===== src/rtl/rca_accumulator.sv =====
// rca_accumulator: accumulates a fixed-length burst of operands into a
// DATA_W-bit ripple-carry sum.
// Each run starts with start/len in IDLE and accepts len operands in ACC
// (len = 0 means 2^CNT_W). The block records a sticky carry-out flag and a
// saturating count of carry-outs, then pulses done for one cycle.
// Optional feature: define ACC_SAT_EN to clamp acc_sum to all ones on carry-out
// instead of letting it wrap.
module rca_accumulator #(
    parameter int DATA_W = 4,
    parameter int CNT_W  = 3
) (
    input  logic              clk,
    input  logic              rst,
    input  logic              start,
    input  logic [CNT_W-1:0]  len,
    input  logic              in_valid,
    input  logic [DATA_W-1:0] in_data,
    output logic              in_ready,
    output logic [DATA_W-1:0] acc_sum,
    output logic              acc_cout,
    output logic [CNT_W-1:0]  ovf_cnt,
    output logic              busy,
    output logic              done
);

    typedef enum logic [1:0] {
        S_IDLE = 2'd0,
        S_ACC  = 2'd1,
        S_DONE = 2'd2
    } state_t;

    // The remaining-count register is one bit wider so it can hold 2^CNT_W.
    localparam logic [CNT_W:0]   REM_FULL = {1'b1, {CNT_W{1'b0}}};
    localparam logic [CNT_W:0]   REM_ONE  = (CNT_W+1)'(1);
    localparam logic [CNT_W-1:0] OVF_MAX  = '1;

    state_t            state_q, state_d;
    logic [DATA_W-1:0] sum_q, sum_d;
    logic              cout_q, cout_d;
    logic [CNT_W-1:0]  ovf_q, ovf_d;
    logic [CNT_W:0]    rem_q, rem_d;
    logic              accept;
    logic [DATA_W:0]   add_res;

    // Ripple-carry add with a carry-in of 0. The result is {carry_out, sum}.
    // When clamping is built in, a carry-out forces the sum to all ones.
    function automatic logic [DATA_W:0] acc_add(input logic [DATA_W-1:0] a,
                                                input logic [DATA_W-1:0] b);
        logic [DATA_W:0] s;
        s = {1'b0, a} + {1'b0, b};
`ifdef ACC_SAT_EN
        if (s[DATA_W]) begin
            s[DATA_W-1:0] = '1;
        end
`else
        s = s;
`endif
        return s;
    endfunction

    // Saturating increment for the carry-out counter.
    function automatic logic [CNT_W-1:0] ovf_inc(input logic [CNT_W-1:0] c);
        return (c == OVF_MAX) ? c : c + CNT_W'(1);
    endfunction

    assign accept  = in_valid && (state_q == S_ACC);
    assign add_res = acc_add(sum_q, in_data);

    // Next-state logic. The last accepted operand moves to DONE.
    // DONE always falls back to IDLE.
    always_comb begin
        state_d = state_q;
        unique case (state_q)
            S_IDLE:  if (start) state_d = S_ACC;
            S_ACC:   if (accept && (rem_q == REM_ONE)) state_d = S_DONE;
            S_DONE:  state_d = S_IDLE;
            default: state_d = S_IDLE;
        endcase
    end

    // Datapath: an accepted start clears the results.
    // Each accepted operand adds into the sum and records any carry-out.
    always_comb begin
        sum_d  = sum_q;
        cout_d = cout_q;
        ovf_d  = ovf_q;
        rem_d  = rem_q;
        if ((state_q == S_IDLE) && start) begin
            sum_d  = '0;
            cout_d = 1'b0;
            ovf_d  = '0;
            rem_d  = (len == '0) ? REM_FULL : {1'b0, len};
        end else if (accept) begin
            sum_d = add_res[DATA_W-1:0];
            rem_d = rem_q - REM_ONE;
            if (add_res[DATA_W]) begin
                cout_d = 1'b1;
                ovf_d  = ovf_inc(ovf_q);
            end
        end
    end

    // Outputs are pure decodes of the registered state and results.
    // There is no path from in_valid to in_ready.
    always_comb begin
        in_ready = (state_q == S_ACC);
        busy     = (state_q == S_ACC) || (state_q == S_DONE);
        done     = (state_q == S_DONE);
        acc_sum  = sum_q;
        acc_cout = cout_q;
        ovf_cnt  = ovf_q;
    end

    // State and result registers. Reset overrides start and acceptance.
    always_ff @(posedge clk) begin
        if (rst) begin
            state_q <= S_IDLE;
            sum_q   <= '0;
            cout_q  <= 1'b0;
            ovf_q   <= '0;
            rem_q   <= '0;
        end else begin
            state_q <= state_d;
            sum_q   <= sum_d;
            cout_q  <= cout_d;
            ovf_q   <= ovf_d;
            rem_q   <= rem_d;
        end
    end

endmodule


===== config.mk =====
export PLATFORM = sky130hd
export DESIGN_NAME = rca_accumulator
export DESIGN_NICKNAME = d
export VERILOG_FILES = /design/src/rtl/rca_accumulator.sv
export SDC_FILE = /design/constraint.sdc
export NUM_CORES = 1
export LEC_CHECK = 0
export CAP_MARGIN = 20
export CORE_UTILIZATION = 40
export DETAILED_ROUTE_END_ITERATION = 10
export PLACE_DENSITY_LB_ADDON = 0.3
export SETUP_SLACK_MARGIN = 0.3
export SYNTH_ARGS = -nofsm -noshare
export SYNTH_HDL_FRONTEND = slang
export SYNTH_SLANG_ARGS = --single-unit

===== constraint.sdc =====
create_clock -name clk -period 6.2 [get_ports clk]
set_clock_uncertainty 0.2 [all_clocks]
set_input_delay 0.93 -clock clk [delete_from_list [all_inputs] [get_ports clk]]
set_output_delay 0.93 -clock clk [all_outputs]
set_load 0.03 [all_outputs]

==> results.toml, run 1 <==
[run_status]
status = "finished clean"

[global_route]
grt_overflow_total = 0
track_usage_pct = 15.5
grt_max_degree = 11
grt_pass1_vias = 698
antenna_found_initial = 0
grt_pass1_wl_um = 2830

[power_and_ir_drop]
switching_share_pct = 40.0
p_leak_nw = 0.439
p_seq_share_pct = 33.4
powerDensity_nw_per_um2 = 313
power.switching_mw = 0.143
pwr-share-clk_pct = 19.1
peakVddDrop_mv = 0.255
combPwrFrac_pct = 47.5
internal_power_mw = 0.215

[setup_path]
rr_worst_depth = 7
cp_max_fo = 3
critPathCaptureType = "flop"
cp.arrival_ns = 2.90
critPathLaunchType = "input pin"
cp_slowest_cell = "clkdlybuf4s50_1"
max_stage_delay_ns = 0.47
required_ns = 6.17
critical_path_class = "in2reg"
cp_cell_sequence = "clkdlybuf4s50_1 > ha_1 > inv_1 > fa_1 > nand2b_4 > a2111oi_4 > mux2i_1 > nor2_1"

[cts]
cts_sinks = 14
cts-root-buf = "clkbuf_4"
cts_tree = "built"
htree_levels = 1
postCtsSetupRepairBufs = 0
cts_hold_buf = 0
cts_buffers = 3
cts_buffer_depth = 2
clock_latency_ns = 0.29
path_clk_slew_ns = 0.09
postCtsResizedCells = 0

[final_layout]
multi_input_area_sq_um = 557
drive_gt1_share_pct = 6.72
num-fill-cells = 199
regArea_sq_um = 280
fin_nets = 145
final_cell_mix = "21 x clkdlybuf4s50_1, 14 x dfxtp_1, 13 x nor2_1, 13 x ha_1, 10 x nand2_1"
final_common_cell = "clkdlybuf4s50_1"
diodes = 0
area_growth_syn_to_layout_pct = 30.2

[die]
io_pins = 22
initial_utilization_pct = 43.4
num_rows = 16
die_x_um = 48.9
die_area_sq_um = 2390
coreArea_sq_um = 2020
die_h_um = 48.9

[placed_design]
pre_cts_ws_ns = 2.94
hpwlAfterDp_um = 1320
port_buffers = 21
gp_congestion = 0.810

[synth]
synthAdderAreaFrac_pct = 20.8
syn_avg_cell_area_sq_um = 9.06
netlist-cell-type-count = 29
synth_top_family_by_area = "adder cells"
syn_nets = 122
syn_area_sq_um = 878
yosysSeqAreaShare_pct = 31.9
synth_seq_cells = 14
synthCells = 97
synth.area.mux_share_pct = 4.56
yosys.area_share.simple_pct = 19.8
synth_xor_xnor_area_share_pct = 3.99
yosys_warnings = 0
synth_compound_area_share_pct = 14.2

[route]
drt_wl_total_um = 1670
first_pass_iters = 4
routedWlPerCell_um = 11.4
viasPerCell = 5.04
drc = 0
vias = 736
drtAntennaViolNets = 0
drt_iter0_drc = 11

[sta]
period_minus_slack_ns = 2.93
setup_tns_ns = 0
max_slew.worst_pin.slew_ns = 0.354
report.final.slew_viol_count = 0
finalCritPeriodShare_pct = 47.2
final-hold-violation-count = 0
slew_headroom_pct = 75.8
setup_viol = 0
rsz0062_at_grt = "no"
fmax_mhz = 342
layout_setup_ws_ns = 3.27

[hold_path]
hold_path_class = "reg2reg"
hold_depth = 2

[run]
max_cap_violations = 0
layer usage:
metal  global-route usage, %  vias up  part of all wire, %
met3                    2.80        4                  3.4
li1                        -      376                    -
met1                    17.1      341                   45
met2                    26.9       15                   50
met5                       0        -                    0
met4                    10.8        0                  1.7
kinds of logic after synthesis:
kind of cell	count (synthesis)
adder cells (fa/ha/maj)	14
AND/OR/NAND/NOR	35
flip-flops	14
buffers and inverters	10
multiplexers	4
AO/OA/AOI/OAI	16
XOR/XNOR	4
final cells by class:
class,instances,share of cell area [%]
Clock buffer,4,3.17
Inverter,7,2.30
Multi-Input combinational cell,73,48.7
Sequential cell,14,24.5
Tap cell,27,2.95
Timing Repair Buffer,21,18.4
state kept, by name, indices dropped and copies added, names as in the netlist:
register / flops
ovf_cnt: 3
state_q: 2
rem_q: 4
acc_cout: 1
acc_sum: 4
critical path, delay by kind of cell:
kind            cells  cell delay [ns]
fa+ha+maj           2             0.54
buf+inv             2             0.52
compound gates      1             0.45
mux                 1             0.23
simple gates        2             0.22
path summary, 6_finish.rpt:
check | startpoint | end | slack, ns
hold reg to reg | acc_sum[2]$_SDFFE_PP0P_ | acc_sum[2]$_SDFFE_PP0P_ | 0.28
setup / recovery | in_data[0] | ovf_cnt[1]$_SDFFE_PP0P_ | 3.27
setup reg to reg | acc_sum[0]$_SDFFE_PP0P_ | ovf_cnt[1]$_SDFFE_PP0P_ | 4.01
hold / removal | acc_sum[2]$_SDFFE_PP0P_ | acc_sum[2]$_SDFFE_PP0P_ | 0.28
through the flow:
stage | area (sq um) | total power [mW] | hold slack, ns | std cells | utilization [%]
global placement | 1110 | 0.289 | 0.255 | 142 | 54.8
CTS | 1140 | 0.363 | 0.279 | 146 | 56.6
floorplan | 878 | 0.246 | 0.287 | 97 | -
detailed placement | 1110 | 0.292 | 0.264 | 142 | 54.8
finish | 1140 | 0.358 | 0.277 | 146 | 56.6
global route | 1140 | 0.383 | 0.317 | 146 | 56.6
power by group through the flow:
stage,logic (mW),clock network (mW),registers (mW)
after floorplan,0.122,0,0.124
after global placement,0.168,0,0.120
after detailed placement,0.170,0,0.122
after CTS,0.172,0.0711,0.120
after global routing,0.187,0.0742,0.122
final,0.170,0.0685,0.120
synthesized netlist by cell type, drive strengths merged:
master | number | share of area (%)
buf | 3 | 1.7
xnor2 | 2 | 2.0
inv | 7 | 3.0
nand2b | 2 | 2.3
xor2 | 2 | 2.0
dfxtp | 14 | 32
fa | 1 | 2.3
a211oi | 4 | 3.4
nand3 | 3 | 1.7
nor4b | 1 | 1.0
o211ai | 1 | 0.86
and2 | 2 | 1.6
a2111oi | 2 | 4.1
nand2 | 11 | 5.0
o31ai | 1 | 0.86
ha | 13 | 19
nand4bb | 1 | 1.3
a31oi | 1 | 0.71
a21oi | 5 | 2.8
a21o | 1 | 0.86
nor2b | 1 | 0.71
nor2 | 13 | 5.6
o21ai | 1 | 0.57
nor4 | 1 | 0.71
mux2i | 4 | 4.6
Power figures use the tool's default switching activity.
==> inputs of run 2 (changes only) <==
==> constraint.sdc (replaced) <==
create_clock -name clk -period 2.45 [get_ports clk]
set_clock_uncertainty 0.2 [all_clocks]
set_input_delay 0.3675 -clock clk [delete_from_list [all_inputs] [get_ports clk]]
set_output_delay 0.3675 -clock clk [all_outputs]
set_load 0.03 [all_outputs]
==> results.toml, run 2 (synthesis gave the netlist of run 1 again) <==
[setup_path]
required_ns = 1.88
cp_max_fo = 2
critical_path_class = "reg2out"
cp_slowest_cell = "clkdlybuf4s50_1"
crit_family = "buffers and inverters"
critPathCaptureType = "primary output"
cp.arrival_ns = 1.49
r2r_start = "acc_sum[0]$_SDFFE_PP0P_"
r2r_slack_ns = 0.40
cpMostUsedCell = "buf_4"
max_stage_delay_ns = 0.65
critPathLaunchType = "flop"
r2r_end = "ovf_cnt[1]$_SDFFE_PP0P_"
cp_cell_sequence = "buf_4 > buf_4 > clkdlybuf4s50_1"
crit_buf_inv = 3
rr_worst_depth = 7

[global_route]
grt_max_degree = 9
grt_pass1_wl_um = 2950
grt_overflow_total = 0
grt_pass1_vias = 734
antenna_found_initial = 0
track_usage_pct = 16.3

[hold_path]
min_to = "acc_sum[2]$_SDFFE_PP0P_"
hold_path_class = "reg2reg"
hold_depth = 2
hp-start = "acc_sum[2]$_SDFFE_PP0P_"

[placed_design]
gp_congestion = 0.749
port_buffers = 21
placedCellCount = 146
hpwlAfterDp_um = 1380
pre_cts_ws_ns = -0.182

[die]
io_pins = 22
coreArea_sq_um = 2020
die_h_um = 48.9
die_area_sq_um = 2390
die_x_um = 48.9
num_rows = 16
initial_utilization_pct = 43.4

[final_layout]
drive_gt1_share_pct = 16.0
diodes = 0
fin_cells = 152
num-fill-cells = 185
fin_nets = 151
area_growth_syn_to_layout_pct = 36.6
final_common_cell = "clkdlybuf4s50_1"
final_cell_mix = "16 x clkdlybuf4s50_1, 13 x nor2_1, 12 x ha_1, 12 x dfxtp_1, 10 x nand2_1"

[cts]
path_clk_slew_ns = 0.09
cts_hold_buf = 0
cts-root-buf = "clkbuf_4"
cts_buffers = 3
cts_buffer_depth = 2
cts_sinks = 14
htree_levels = 1
cts_tree = "built"
clock_latency_ns = 0.28

[sta]
final-hold-violation-count = 0
layout_setup_ws_ns = 0.394
slew_headroom_pct = 72.8
setup_tns_ns = 0
max_slew.worst_pin.slew_ns = 0.408
setup_viol = 0
period_minus_slack_ns = 2.06
report.final.slew_viol_count = 0
fmax_mhz = 486
finalCritPeriodShare_pct = 83.9
rsz0062_at_grt = "no"

[route]
drt_wl_total_um = 1690
first_pass_iters = 4
routedWlPerCell_um = 11.1
drc = 0
drtAntennaViolNets = 0
vias = 746
drt_iter0_drc = 8
viasPerCell = 4.91

[power_and_ir_drop]
powerDensity_nw_per_um2 = 750
fin_total_pwr_mw = 0.900
peakVddDrop_mv = 0.631
p_leak_nw = 0.481

[run_status]
status = "finished clean"

[run]
max_cap_violations = 0
## run 2: cell types whose count changed in the layout (fill, tap and decap cells not counted), sizes merged
| cell | previous run | this run |
|---|---|---|
| buf | 0 | 6 |
| clkdlybuf4s50 | 21 | 16 |
| dlygate4sd2 | 0 | 5 |
## run 2: worst register-to-register path, stage by stage, from the launching register on
cell	delay, ns
dfxtp_2	0.36
ha_4	0.14
inv_2	0.04
fa_2	0.35
nand2b_4	0.16
a2111oi_4	0.42
mux2i_1	0.23
nor2_1	0.06
## run 2: timing repair
item                       in CTS  in global routing
setup endpoints to repair       6                  3
pin swaps                       4                  1
resized for setup               9                  1
buffers inserted                1                  1
## run 2: where the power goes
part	switching, mW	internal [mW]
clock	0.0768	0.0904
sequential	0.0358	0.267
combinational	0.249	0.180
total	0.362	0.538
## run 2: final cells by class
type,instances,area [sq um],area share [%]
Clock buffer,4,36.3,3.02
Inverter,7,26.3,2.19
Multi-Input combinational cell,73,572,47.7
Sequential cell,14,283,23.6
Tap cell,27,33.8,2.82
Timing Repair Buffer,27,249,20.8
## run 2: per-stage QoR
stage / hold WS [ns] / instance area [sq um] / util [%]
floorplan: 0.287 / 881 / -
global placement: 0.253 / 1140 / 56.4
detailed placement: 0.264 / 1140 / 56.4
CTS: 0.282 / 1180 / 58.5
global route: 0.314 / 1200 / 59.3
finish: 0.277 / 1200 / 59.3
## run 2: layer usage
| layer | wire length [um] | GRT usage (%) | vias up |
|---|---|---|---|
| li1 | - | - | 390 |
| met1 | 718 | 16.2 | 336 |
| met2 | 882 | 30.3 | 16 |
| met3 | 61 | 3.74 | 4 |
| met4 | 29 | 9.80 | 0 |
| met5 | 0 | 0 | - |
## run 2: worst max-delay path by stage
stage / startpoint / endpoint / slack (ns) / depth (start not counted)
2_1_floorplan: acc_sum[0]$_SDFFE_PP0P_ / ovf_cnt[2]$_SDFFE_PP0P_ / 0.32 / 7
3_3_place_gp: in_data[0] / ovf_cnt[1]$_SDFFE_PP0P_ / -0.12 / 8
3_5_place_dp: in_data[0] / ovf_cnt[1]$_SDFFE_PP0P_ / -0.18 / 8
4_1_cts: acc_sum[0]$_SDFFE_PP0P_ / ovf_cnt[1]$_SDFFE_PP0P_ / 0.30 / 7
5_1_grt: acc_sum[0]$_SDFFE_PP0P_ / ovf_cnt[2]$_SDFFE_PP0P_ / 0.32 / 7
6_report: acc_sum[0]$_SDFFE_PP0P_ / acc_sum[0] / 0.39 / 3
==> inputs of run 3 (changes only) <==
==> constraint.sdc (replaced) <==
create_clock -name clk -period 2 [get_ports clk]
set_clock_uncertainty 0.2 [all_clocks]
set_input_delay 0.3 -clock clk [delete_from_list [all_inputs] [get_ports clk]]
set_output_delay 0.3 -clock clk [all_outputs]
set_load 0.03 [all_outputs]
==> results.toml, run 3 (synthesis gave the netlist of run 1 again) <==
[global_route]
track_usage_pct = 16.2
grt_max_degree = 9
antenna_found_initial = 0
grt_pass1_wl_um = 3030
grt_pass1_vias = 744
grt_overflow_total = 0

[die]
die_area_sq_um = 2390
coreArea_sq_um = 2020
die_h_um = 48.9
num_rows = 16
initial_utilization_pct = 43.4
io_pins = 22
die_x_um = 48.9

[power_and_ir_drop]
internal_power_mw = 0.712
combPwrFrac_pct = 50.2
powerDensity_nw_per_um2 = 908
p_leak_nw = 0.582
fin_total_pwr_mw = 1.19
power.switching_mw = 0.482
p_seq_share_pct = 32.2
pwr-share-clk_pct = 17.6
peakVddDrop_mv = 0.705
switching_share_pct = 40.4

[setup_path]
cp_slowest_cell = "a2111oi_4"
cp_cell_sequence = "ha_4 > inv_2 > fa_2 > nand2b_4 > a2111oi_4 > mux2i_1 > nor2_1"
cp.arrival_ns = 1.97
cp_max_fo = 3
max_stage_delay_ns = 0.39
critPathLaunchType = "flop"
required_ns = 1.99
critical_path_class = "reg2reg"
critPathCaptureType = "flop"

[placed_design]
gp_congestion = 0.748
port_buffers = 21
hpwlAfterDp_um = 1340
placed_area_sq_um = 1210
placedCellCount = 153

[sta]
holdWs_ns = 0.265
setup_viol = 0
slew_headroom_pct = 74.9
fmax_mhz = 505
setup_tns_ns = 0
period_minus_slack_ns = 1.98
final-hold-violation-count = 0
rsz0062_at_grt = "yes"
report.final.slew_viol_count = 0
max_slew.worst_pin.slew_ns = 0.376
finalCritPeriodShare_pct = 99.0

[cts]
cts_hold_buf = 0
clock_latency_ns = 0.28
cts_buffers = 3
path_clk_slew_ns = 0.09
cts-root-buf = "clkbuf_4"
cts_sinks = 14
htree_levels = 1
cts_buffer_depth = 2
cts_tree = "built"

[final_layout]
fin_nets = 158
area_growth_syn_to_layout_pct = 49.7
fin_cells = 159
stdcell_area_sq_um = 1320
num-fill-cells = 184
final_cell_mix = "13 x nor2_1, 13 x buf_4, 10 x nand2_1, 10 x ha_1, 10 x dfxtp_1"
drive_gt1_share_pct = 31.1
diodes = 0

[route]
drtAntennaViolNets = 0
first_pass_iters = 4
routedWlPerCell_um = 10.7
vias = 774
drc = 0
viasPerCell = 4.87
drt_wl_total_um = 1710
drt_iter0_drc = 11

[run_status]
status = "finished clean"

[run]
max_cap_violations = 0

[hold_path]
hold_path_class = "reg2reg"
==> run 3: layer usage <==
layer  vias to the layer above  part of all wire, %  track usage (%)
li1                        405                    -                -
met5                         -                    0                0
met2                        18                   51             28.7
met1                       351                   46             19.3
met3                         0                  3.5             3.74
met4                         0                    0             4.41
==> run 3: area by class of cell <==
cell class / count / area (sq um) / area share [%]
repair buffers: 34 / 297 / 22.5
well taps: 27 / 33.8 / 2.57
inverters: 7 / 26.3 / 2.00
multi-input cells: 73 / 634 / 48.2
clock buffers: 4 / 36.3 / 2.76
flip-flops and latches: 14 / 288 / 21.9
==> run 3: metrics by stage <==
stage / worst slack [ns] / utilization [%]
after floorplan: -0.00371 / -
after global placement: -0.447 / 59.8
after detailed placement: -0.483 / 59.8
after CTS: -0.101 / 62.5
after global routing: -0.0792 / 65.0
final: 0.0190 / 65.0
==> run 3: worst paths after layout <==
| kind | depth (start not counted) | from | endpoint | slack [ns] |
|---|---|---|---|---|
| max | 7 | acc_sum[0]$_SDFFE_PP0P_ | ovf_cnt[2]$_SDFFE_PP0P_ | 0.02 |
| min | 2 | acc_cout$_SDFFE_PP0P_ | acc_cout$_SDFFE_PP0P_ | 0.26 |
| max reg2reg | 7 | acc_sum[0]$_SDFFE_PP0P_ | ovf_cnt[2]$_SDFFE_PP0P_ | 0.02 |
| min reg2reg | 2 | acc_cout$_SDFFE_PP0P_ | acc_cout$_SDFFE_PP0P_ | 0.26 |
==> run 3: critical path: cells and delay by family, from the launching register on <==
| kind | cells | cell delay (ns) |
|---|---|---|
| adder cells (fa/ha/maj) | 2 | 0.46 |
| flip-flops | 1 | 0.37 |
| AND/OR/NAND/NOR | 2 | 0.21 |
| multiplexers | 1 | 0.23 |
| AO/OA/AOI/OAI | 1 | 0.39 |
| buffers and inverters | 1 | 0.03 |
==> run 3: repair_timing <==
item	CTS	global route
gates resized for setup	33	10
endpoints found under the setup margin	19	13
buffers inserted	1	1
pin swaps	5	6
==> run 3: power groups by stage <==
stage               logic, mW  clock network (mW)  registers (mW)
CTS                     0.582               0.223           0.376
floorplan               0.379                   0           0.386
global route            0.674               0.232           0.394
global placement        0.574                   0           0.374
finish                  0.599               0.211           0.384
detailed placement      0.585                   0           0.377
